`src/rtl/vdp_screen_position_counter.sv`:
```
// vdp_screen_position_counter: master raster counter of the VDP.
// Generates screen_pos_x / pixel_pos_y / screen_active for the mode timing stages,
// composite sync timing, and the frame / line interrupt pulses.
// Optional build macro VDP_INTERLACE_EN adds reg_interlace input and field_odd output.
// Every output is registered from next-state counter values, so each output is
// coherent with h_cnt/v_cnt in the same cycle.
module vdp_screen_position_counter #(
    parameter int unsigned H_TOTAL      = 2736,
    parameter int unsigned X_OFFSET     = 128,
    parameter int unsigned H_SYNC_START = 2400,
    parameter int unsigned H_SYNC_WIDTH = 200,
    parameter int unsigned ACTIVE_WIDTH = 2048
) (
    input  logic        clk,
    input  logic        reset_n,
    input  logic        reg_50hz,
    input  logic        reg_212lines,
    input  logic [7:0]  reg_vertical_offset,
    input  logic [7:0]  reg_interrupt_line,
`ifdef VDP_INTERLACE_EN
    input  logic        reg_interlace,
    output logic        field_odd,
`endif
    output logic [12:0] screen_pos_x,
    output logic [7:0]  pixel_pos_y,
    output logic        screen_active,
    output logic        h_sync,
    output logic        v_sync,
    output logic        intr_frame,
    output logic        intr_line
);

    localparam logic [11:0] H_LAST     = 12'(H_TOTAL - 1);
    localparam logic [11:0] H_SYNC_ON  = 12'(H_SYNC_START);
    localparam logic [11:0] H_SYNC_OFF = 12'(H_SYNC_START + H_SYNC_WIDTH);
    localparam logic [11:0] H_INTR     = 12'(X_OFFSET + ACTIVE_WIDTH);
    localparam logic [12:0] X_OFS      = 13'(X_OFFSET);
    localparam logic [8:0]  V_RESET    = 9'd261;
`ifdef VDP_INTERLACE_EN
    localparam logic [11:0] H_HALF     = 12'(H_TOTAL / 2);
`endif

    logic [11:0] r_h_cnt;
    logic [8:0]  r_v_cnt;
    logic        r_pal;
    logic        r_212;
    logic [7:0]  r_offset;
    logic [12:0] r_screen_pos_x;
    logic [7:0]  r_pixel_pos_y;
    logic        r_screen_active;
    logic        r_h_sync;
    logic        r_v_sync;
    logic        r_intr_frame;
    logic        r_intr_line;
`ifdef VDP_INTERLACE_EN
    logic        r_interlace;
    logic        r_field_odd;
    logic        w_il_next;
    logic        w_odd_next;
`endif

    logic        w_line_wrap;
    logic        w_frame_wrap;
    logic [8:0]  w_v_last;
    logic [11:0] w_h_next;
    logic [8:0]  w_v_next;
    logic        w_pal_next;
    logic        w_212_next;
    logic [7:0]  w_offset_next;
    logic        w_long_next;
    logic        w_vs_update;
    logic [8:0]  w_n_act_next;
    logic [8:0]  w_v_total_next;
    logic        w_in_vsync;

    // Next-state counters and the frame geometry that applies to the next cycle
    always_comb begin
        w_line_wrap = (r_h_cnt == H_LAST);
`ifdef VDP_INTERLACE_EN
        w_v_last = (r_pal ? 9'd312 : 9'd261) + {8'd0, (r_interlace & r_field_odd)};
`else
        w_v_last = r_pal ? 9'd312 : 9'd261;
`endif
        w_frame_wrap = w_line_wrap && (r_v_cnt == w_v_last);
        w_h_next     = w_line_wrap ? 12'd0 : r_h_cnt + 12'd1;
        if (w_frame_wrap) begin
            w_v_next = 9'd0;
        end else if (w_line_wrap) begin
            w_v_next = r_v_cnt + 9'd1;
        end else begin
            w_v_next = r_v_cnt;
        end
        // Geometry registers only move at frame wrap, offset at every line wrap
        w_pal_next    = w_frame_wrap ? reg_50hz : r_pal;
        w_212_next    = w_frame_wrap ? reg_212lines : r_212;
        w_offset_next = w_line_wrap ? reg_vertical_offset : r_offset;
`ifdef VDP_INTERLACE_EN
        w_il_next   = w_frame_wrap ? reg_interlace : r_interlace;
        w_odd_next  = w_frame_wrap ? ~r_field_odd : r_field_odd;
        w_long_next = w_il_next & w_odd_next;
        // Long (odd interlaced) fields move v_sync by half a line
        w_vs_update = w_long_next ? (w_h_next == H_HALF) : w_line_wrap;
`else
        w_long_next = 1'b0;
        w_vs_update = w_line_wrap;
`endif
        w_n_act_next   = w_212_next ? 9'd212 : 9'd192;
        w_v_total_next = (w_pal_next ? 9'd313 : 9'd262) + {8'd0, w_long_next};
        w_in_vsync     = (w_v_next >= w_v_total_next - 9'd22) &&
                         (w_v_next <= w_v_total_next - 9'd20);
    end

    // Raster counters and latched frame/line configuration
    always_ff @(posedge clk) begin
        if (!reset_n) begin
            r_h_cnt     <= 12'd0;
            r_v_cnt     <= V_RESET;
            r_pal       <= 1'b0;
            r_212       <= 1'b0;
            r_offset    <= 8'd0;
`ifdef VDP_INTERLACE_EN
            r_interlace <= 1'b0;
            r_field_odd <= 1'b0;
`endif
        end else begin
            r_h_cnt     <= w_h_next;
            r_v_cnt     <= w_v_next;
            r_pal       <= w_pal_next;
            r_212       <= w_212_next;
            r_offset    <= w_offset_next;
`ifdef VDP_INTERLACE_EN
            r_interlace <= w_il_next;
            r_field_odd <= w_odd_next;
`endif
        end
    end

    // Registered outputs derived from the next-state counter values
    always_ff @(posedge clk) begin
        if (!reset_n) begin
            r_screen_pos_x  <= 13'h1F80 + (13'd128 - X_OFS);
            r_pixel_pos_y   <= V_RESET[7:0];
            r_screen_active <= 1'b0;
            r_h_sync        <= 1'b0;
            r_v_sync        <= 1'b0;
            r_intr_frame    <= 1'b0;
            r_intr_line     <= 1'b0;
        end else begin
            r_screen_pos_x <= {1'b0, w_h_next} - X_OFS;
            if (w_line_wrap) begin
                r_screen_active <= (w_v_next < w_n_act_next);
                r_pixel_pos_y   <= w_v_next[7:0] + w_offset_next;
            end
            if (w_vs_update) begin
                r_v_sync <= w_in_vsync;
            end
            r_h_sync     <= (w_h_next >= H_SYNC_ON) && (w_h_next < H_SYNC_OFF);
            r_intr_frame <= w_line_wrap && (w_v_next == w_n_act_next);
            // Line state is stable mid-line, so the current registers describe h_next too
            r_intr_line  <= (w_h_next == H_INTR) && r_screen_active &&
                            (r_pixel_pos_y == reg_interrupt_line);
        end
    end

    assign screen_pos_x  = r_screen_pos_x;
    assign pixel_pos_y   = r_pixel_pos_y;
    assign screen_active = r_screen_active;
    assign h_sync        = r_h_sync;
    assign v_sync        = r_v_sync;
    assign intr_frame    = r_intr_frame;
    assign intr_line     = r_intr_line;
`ifdef VDP_INTERLACE_EN
    assign field_odd     = r_field_odd;
`endif

endmodule
```
`config.mk`:
```
export PLATFORM = sky130hd
export DESIGN_NAME = vdp_screen_position_counter
export DESIGN_NICKNAME = d
export VERILOG_FILES = /design/src/rtl/vdp_screen_position_counter.sv
export SDC_FILE = /design/constraint.sdc
export NUM_CORES = 1
export LEC_CHECK = 0
export BUFFER_PORTS_ARGS = -buffer_cell sky130_fd_sc_hd__buf_2
export CAP_MARGIN = 20
export CELL_PAD_IN_SITES_DETAIL_PLACEMENT = 1
export CELL_PAD_IN_SITES_GLOBAL_PLACEMENT = 1
export CORE_UTILIZATION = 35
export CTS_CLUSTER_DIAMETER = 30
export CTS_CLUSTER_SIZE = 40
export DETAILED_ROUTE_END_ITERATION = 12
export PLACE_DENSITY = 0.7
export SLEW_MARGIN = 0
export SYNTH_ARGS = -nofsm -noshare
export SYNTH_HDL_FRONTEND = slang
export SYNTH_SLANG_ARGS = --single-unit
```
`constraint.sdc`:
```
create_clock -name clk -period 8.06 [get_ports clk]
set_input_delay 1.209 -clock clk [delete_from_list [all_inputs] [get_ports clk]]
set_output_delay 1.209 -clock clk [all_outputs]
set_load 0.02 [all_outputs]
```
# Word-level counts from Yosys, hierarchy flattened
# Index checks and enable logic that the tools add are counted.
# totals
regBits,57
# op_classes
n_reduce_logical,6
eq_ne,5
addsub,6
order_cmp,5
muxes,9
# op_table
cell,n
$eq 12x12->1 const B,2
$mux 9,2
$sub 9x5->9 const B,2
$sub 12x8->13 const B,1
$add 12x1->12 const B,1
$ge 12x12->1 const B,1
$lt 12x12->1 const B,1
$mux 12,1
$mux 6,2
$add 9x1->9 const B,1
$eq 9x8->1,1
$eq 9x9->1,1
$ge 9x9->1,1
$le 9x9->1,1
$lt 9x8->1,1
$add 8x8->8,1
$eq 8x8->1,1
$mux 8,1
$logic_and 1x1->1,6
$mux 5,1
$mux 1,2

# Logic depth before layout (Yosys ltp)
# depth
ltp_word,8
depth_mapped,17

# Worst setup path before layout
# OpenSTA, ideal clock, no wires.
# synth_timing
path_type,register -> register
start,register r_h_cnt[0]
end,"register r_pixel_pos_y[7], in the netlist pixel_pos_y[7]"
path_buffers,3
stages_incl_launch_ff,17
setup_slack_ns,4.663
synth_period_minus_slack_ns,3.397
t_arrival_ns,3.335
path_cell_list,dfxtp_1 > ha_1 > nand4_1 > or3_1 > buf_6 > clkbuf_1 > clkbuf_1 > nand2_1 > nand2_1 > ha_1 > a21o_1 > a21oi_1 > o21ai_0 > o21a_1 > o21a_1 > or4_1 > nand3_1
# synth_via
word_cells_on_any_way,6
# synth_rtl
element,line,text
from (decl),43,logic [11:0] r_h_cnt;
from (signal assigned),126,r_h_cnt <= w_h_next;
$eq 12x12->1,78,w_line_wrap = (r_h_cnt == H_LAST);
$mux 8,96,w_offset_next = w_line_wrap ? reg_vertical_offset : r_offset;
net w_offset_next[0],69,logic [7:0] w_offset_next;
$add 8x8->8,152,r_pixel_pos_y <= w_v_next[7:0] + w_offset_next;
to (signal assigned),142,r_pixel_pos_y <= V_RESET[7:0];
to (signal assigned),152,
to (decl),49,logic [7:0] r_pixel_pos_y;
# The timed path passes the listed nets, and every way through them passes these cells.
# A chain may end at the register's enable or synchronous reset.

# Worst setup path after layout
# layout_timing
start,register r_h_cnt[0]
end,"register r_pixel_pos_y[7], in the netlist pixel_pos_y[7]"
# layout_via
elab_chain_cells,4
word_cells_on_any_way,6
# layout_rtl
element,line,text
$eq 12x12->1 *,78,
$mux 9 or $logic_and 1x1->1 (tied branches),"88, 84",
$mux 9 *,86,if (w_frame_wrap) begin
net w_v_next[1],66,logic [8:0] w_v_next;
$add 8x8->8 *,152,
# The timed path passes the listed nets; every way through them passes the cells marked *.

==> summary.md <==
| Metric | Value |
|---|---|
| CP peak stage delay | between 0.6 and 0.7 ns |
| Initial Utilization | 36.16% |
| Final Skew | 0.009122 ns |
| CTS Buffer Depth | 2 |
| CTS buffer count | 5 |
| Min cycle time layout | about 4 ns |
| Yosys Warn Count | 0 |
| Top post-synthesis cells by count | 53 x nand2_1, 49 x dfxtp_1, 22 x and2_1 |
| Slew Limit Fails | 0 |
| DRT Wirelength | 7943 um |
| Worst-skew pair later-pin latency | 0.31 ns |
| Post-CTS setup buffers | 0 |
| Vias in the first global route | ~2,600 |
| Total track usage | between 10% and 20% |
| Worst-path clk slew | 0.10 ns |
| Placer Congestion | a little over 0.8 |
| I/O Pins | between 40 and 50 |
| Nets | 425 |
| H-tree levels | 2 |
| Worst slew pin tran | 0.7970 ns |
| Nature of the critical path endpoint | register |
| Port Buffers | 45 |
| Setup ws final | 4.108 ns |
| RSZ-0062 raised after global routing | false |
| Final Instance Area | between 3000 and 4000 um^2 |
| Combinational share of power | 3.9% |
| Top FF cell, synth | dfxtp_1 |
| Cts hold-fix bufs | 0 |
| Setup WS pre-CTS | roughly 4.1 ns |
| Syn_nets | 393 |
| Post-cts sizing count | 0 |
| DR pass1 iterations | 4 |
| Routed len/inst | 16.21 um |
| Drt drc | 0 |
| Startpoint Class | register |
| Antenna cells | 0 |
| Final Power | 0.0004559 W |
| Grt ovf | 0 |
| CTS tree | built |
| Worst vdd rail ir drop | ~0.00006 V |
| Crit path DAT | 4.21 ns |
| Die width | 93.91 um |
| Initial antenna violation count | 0 |
| Crit-path max FO | 24 |
| Seq pwr share | 53.7% |
| Via count | 2,568 |
| Number of flops mapped to enable cells by yosys | 0 |
| First-pass GRT wire length | around 13,000 um |
| Area leader, netlist | dfxtp_1 |
| Clock sink count | 49 |
| Core Rows | 33 |
| DRT antenna net count | 0 |
| Hold Path Class | reg -> reg |
| Yosys reg bits | 49 |
| Placement Cell Area | around 3200 um^2 |
| Dpl hpwl | around 5900 um |
| Clock root cell | clkbuf_8 |
| Mean area per synthesized cell | 8.399 um^2 |
| Critical-path cell list | ha_1 > nand4_1 > nor3_2 > buf_4 > nand2_1 > o21ai_0 > ha_1 > a21o_1 > a21oi_1 > o21ai_0 > o21a_1 > o21a_1 > or4_1 > nand3_1 |
| Kind of cell adding the most delay to the critical path | compound AO/OA/AOI/OAI gates |
| Syn Inst Count | 352 |
| Dpl cells | 482 |
| CP max-delay cell | o21ai_0 |
| PD cells | 137.3 nW/um^2 |
| Most common cell in the netlist | nand2_1 |
| Final Hold Vio Count | 0 |
| Iter 0 DRT Violations | 89 |
| Final Non-Filler Cells | 490 |
| Layout area overhead | 12.31% |
| Crit path kind | reg -> reg |
| Fmax | 253.0 MHz |
| Run status | finished, final reports clean |
| Top area cells in the synthesized netlist | dfxtp_1 33%, ha_1 8.5%, nand2_1 6.7% |
| Period utilization | 49.03% |
| Ys async rst share | 0% |
| Fin Setup TNS | 0 ns |
| Top cell type's share of synthesized area | roughly a third |
| Largest net degree at the start of global routing | 47 |
| Power Internal | 0.0003517 W |
| Leak pwr | 1.521 nW |
| Worst slew margin | 46.31% |
| Final setup violation count | 0 |
| Fraction of layout cells with a size suffix above 1 | approximately 18% |
| Sw Pwr | 0.0001043 W |
| Die H | ~94 um |
| Switching share of total power | 22.87% |
| Crit path required time | 8.32 ns |
| Die Area | 8819 um^2 |
| Max Cap Violations | 0 |
| Worst path bufs/invs | 1 |
| Netlist cell types | 57 |
| Synth Cell Area | 2957 um^2 |
| Clock power share | 42.4% |
| Sequential element share of the synthesized area | 33.18% |
| Core ar. | between 8000 and 9000 um^2 |
| Routed vias/inst | 5.241 |
final timing paths:
path	slack [ns]	start	to	cells after the start
worst max register to register	4.11	r_h_cnt[0]	pixel_pos_y[7]	14
worst max-delay path	4.11	r_h_cnt[0]	pixel_pos_y[7]	14
worst min register to register	0.50	pixel_pos_y[0]	pixel_pos_y[0]	2
worst min-delay path	0.50	pixel_pos_y[0]	pixel_pos_y[0]	2
worst register-to-register path: stages, from the launching register on:
cell and delay, ns:
dfxtp_1 0.43, ha_1 0.30, nand4_1 0.21, nor3_2 0.22, buf_4 0.30, nand2_1 0.09
o21ai_0 0.63, ha_1 0.35, a21o_1 0.16, a21oi_1 0.21, o21ai_0 0.16, o21a_1 0.18
o21a_1 0.17, or4_1 0.39, nand3_1 0.09
cell type report:
cell class              instances  area [um^2]
clock buffers                   6        82.58
clock inverters                 2        37.54
fillers                      1002         4855
inverters                      15        56.30
multi-input cells             266         1792
flip-flops and latches         49        980.9
well taps                     105        131.4
repair buffers                 47        240.2
metal layers:
metal,GRT usage [%],up-vias,routed length [um]
met5,0,-,0
met4,4.231,0,51
met3,2.832,4,212
met2,32.42,44,3791
met1,25.58,1246,3888
li1,-,1274,-
sequential cells by signal, indices dropped and copies added, names as in the netlist:
name	count
h_sync	1
intr_frame	1
intr_line	1
pixel_pos_y	8
r_212	1
r_h_cnt	12
r_offset	7
r_pal	1
r_v_cnt	9
screen_active	1
screen_pos_x	6
v_sync	1
per-stage QoR:
stage | util [%] | hold slack [ns]
3_5_place_dp | 39.15 | 0.4895
2_1_floorplan | - | 0.4565
3_3_place_gp | 39.15 | 0.4703
4_1_cts | 40.62 | 0.5029
6_report | 40.62 | 0.4984
5_1_grt | 40.62 | 0.5304
layout by cell type (no fill, tap or decap), drive strengths merged, types with 8 or more instances in the layout:
cell	n
nand2	53
nand3	14
xnor2	10
and2	23
a21oi	12
dfxtp	49
inv	15
buf	47
nand4	8
nor2	14
xor2	19
ha	20
o21ai	16
power groups by stage:
stage | clock network, W | logic [W] | registers (W)
floorplan | 0 | 0.0000108 | 0.000250
global placement | 0 | 0.0000180 | 0.000250
detailed placement | 0 | 0.0000178 | 0.000251
CTS | 0.000198 | 0.0000179 | 0.000245
global route | 0.000208 | 0.0000195 | 0.000245
finish | 0.000193 | 0.0000177 | 0.000245
logic make-up after synthesis:
| family | synth area share, % |
|---|---|
| adders and majority gates | 9.141 |
| muxes | 1.693 |
| buffers and inverters | 6.220 |
| and+or+nand+nor | 28.18 |
| xor gates and xnor gates | 8.845 |
| DFF | 33.18 |
| AOI/OAI and AO/OA | 12.74 |
(Power assumes the default switching activity.)
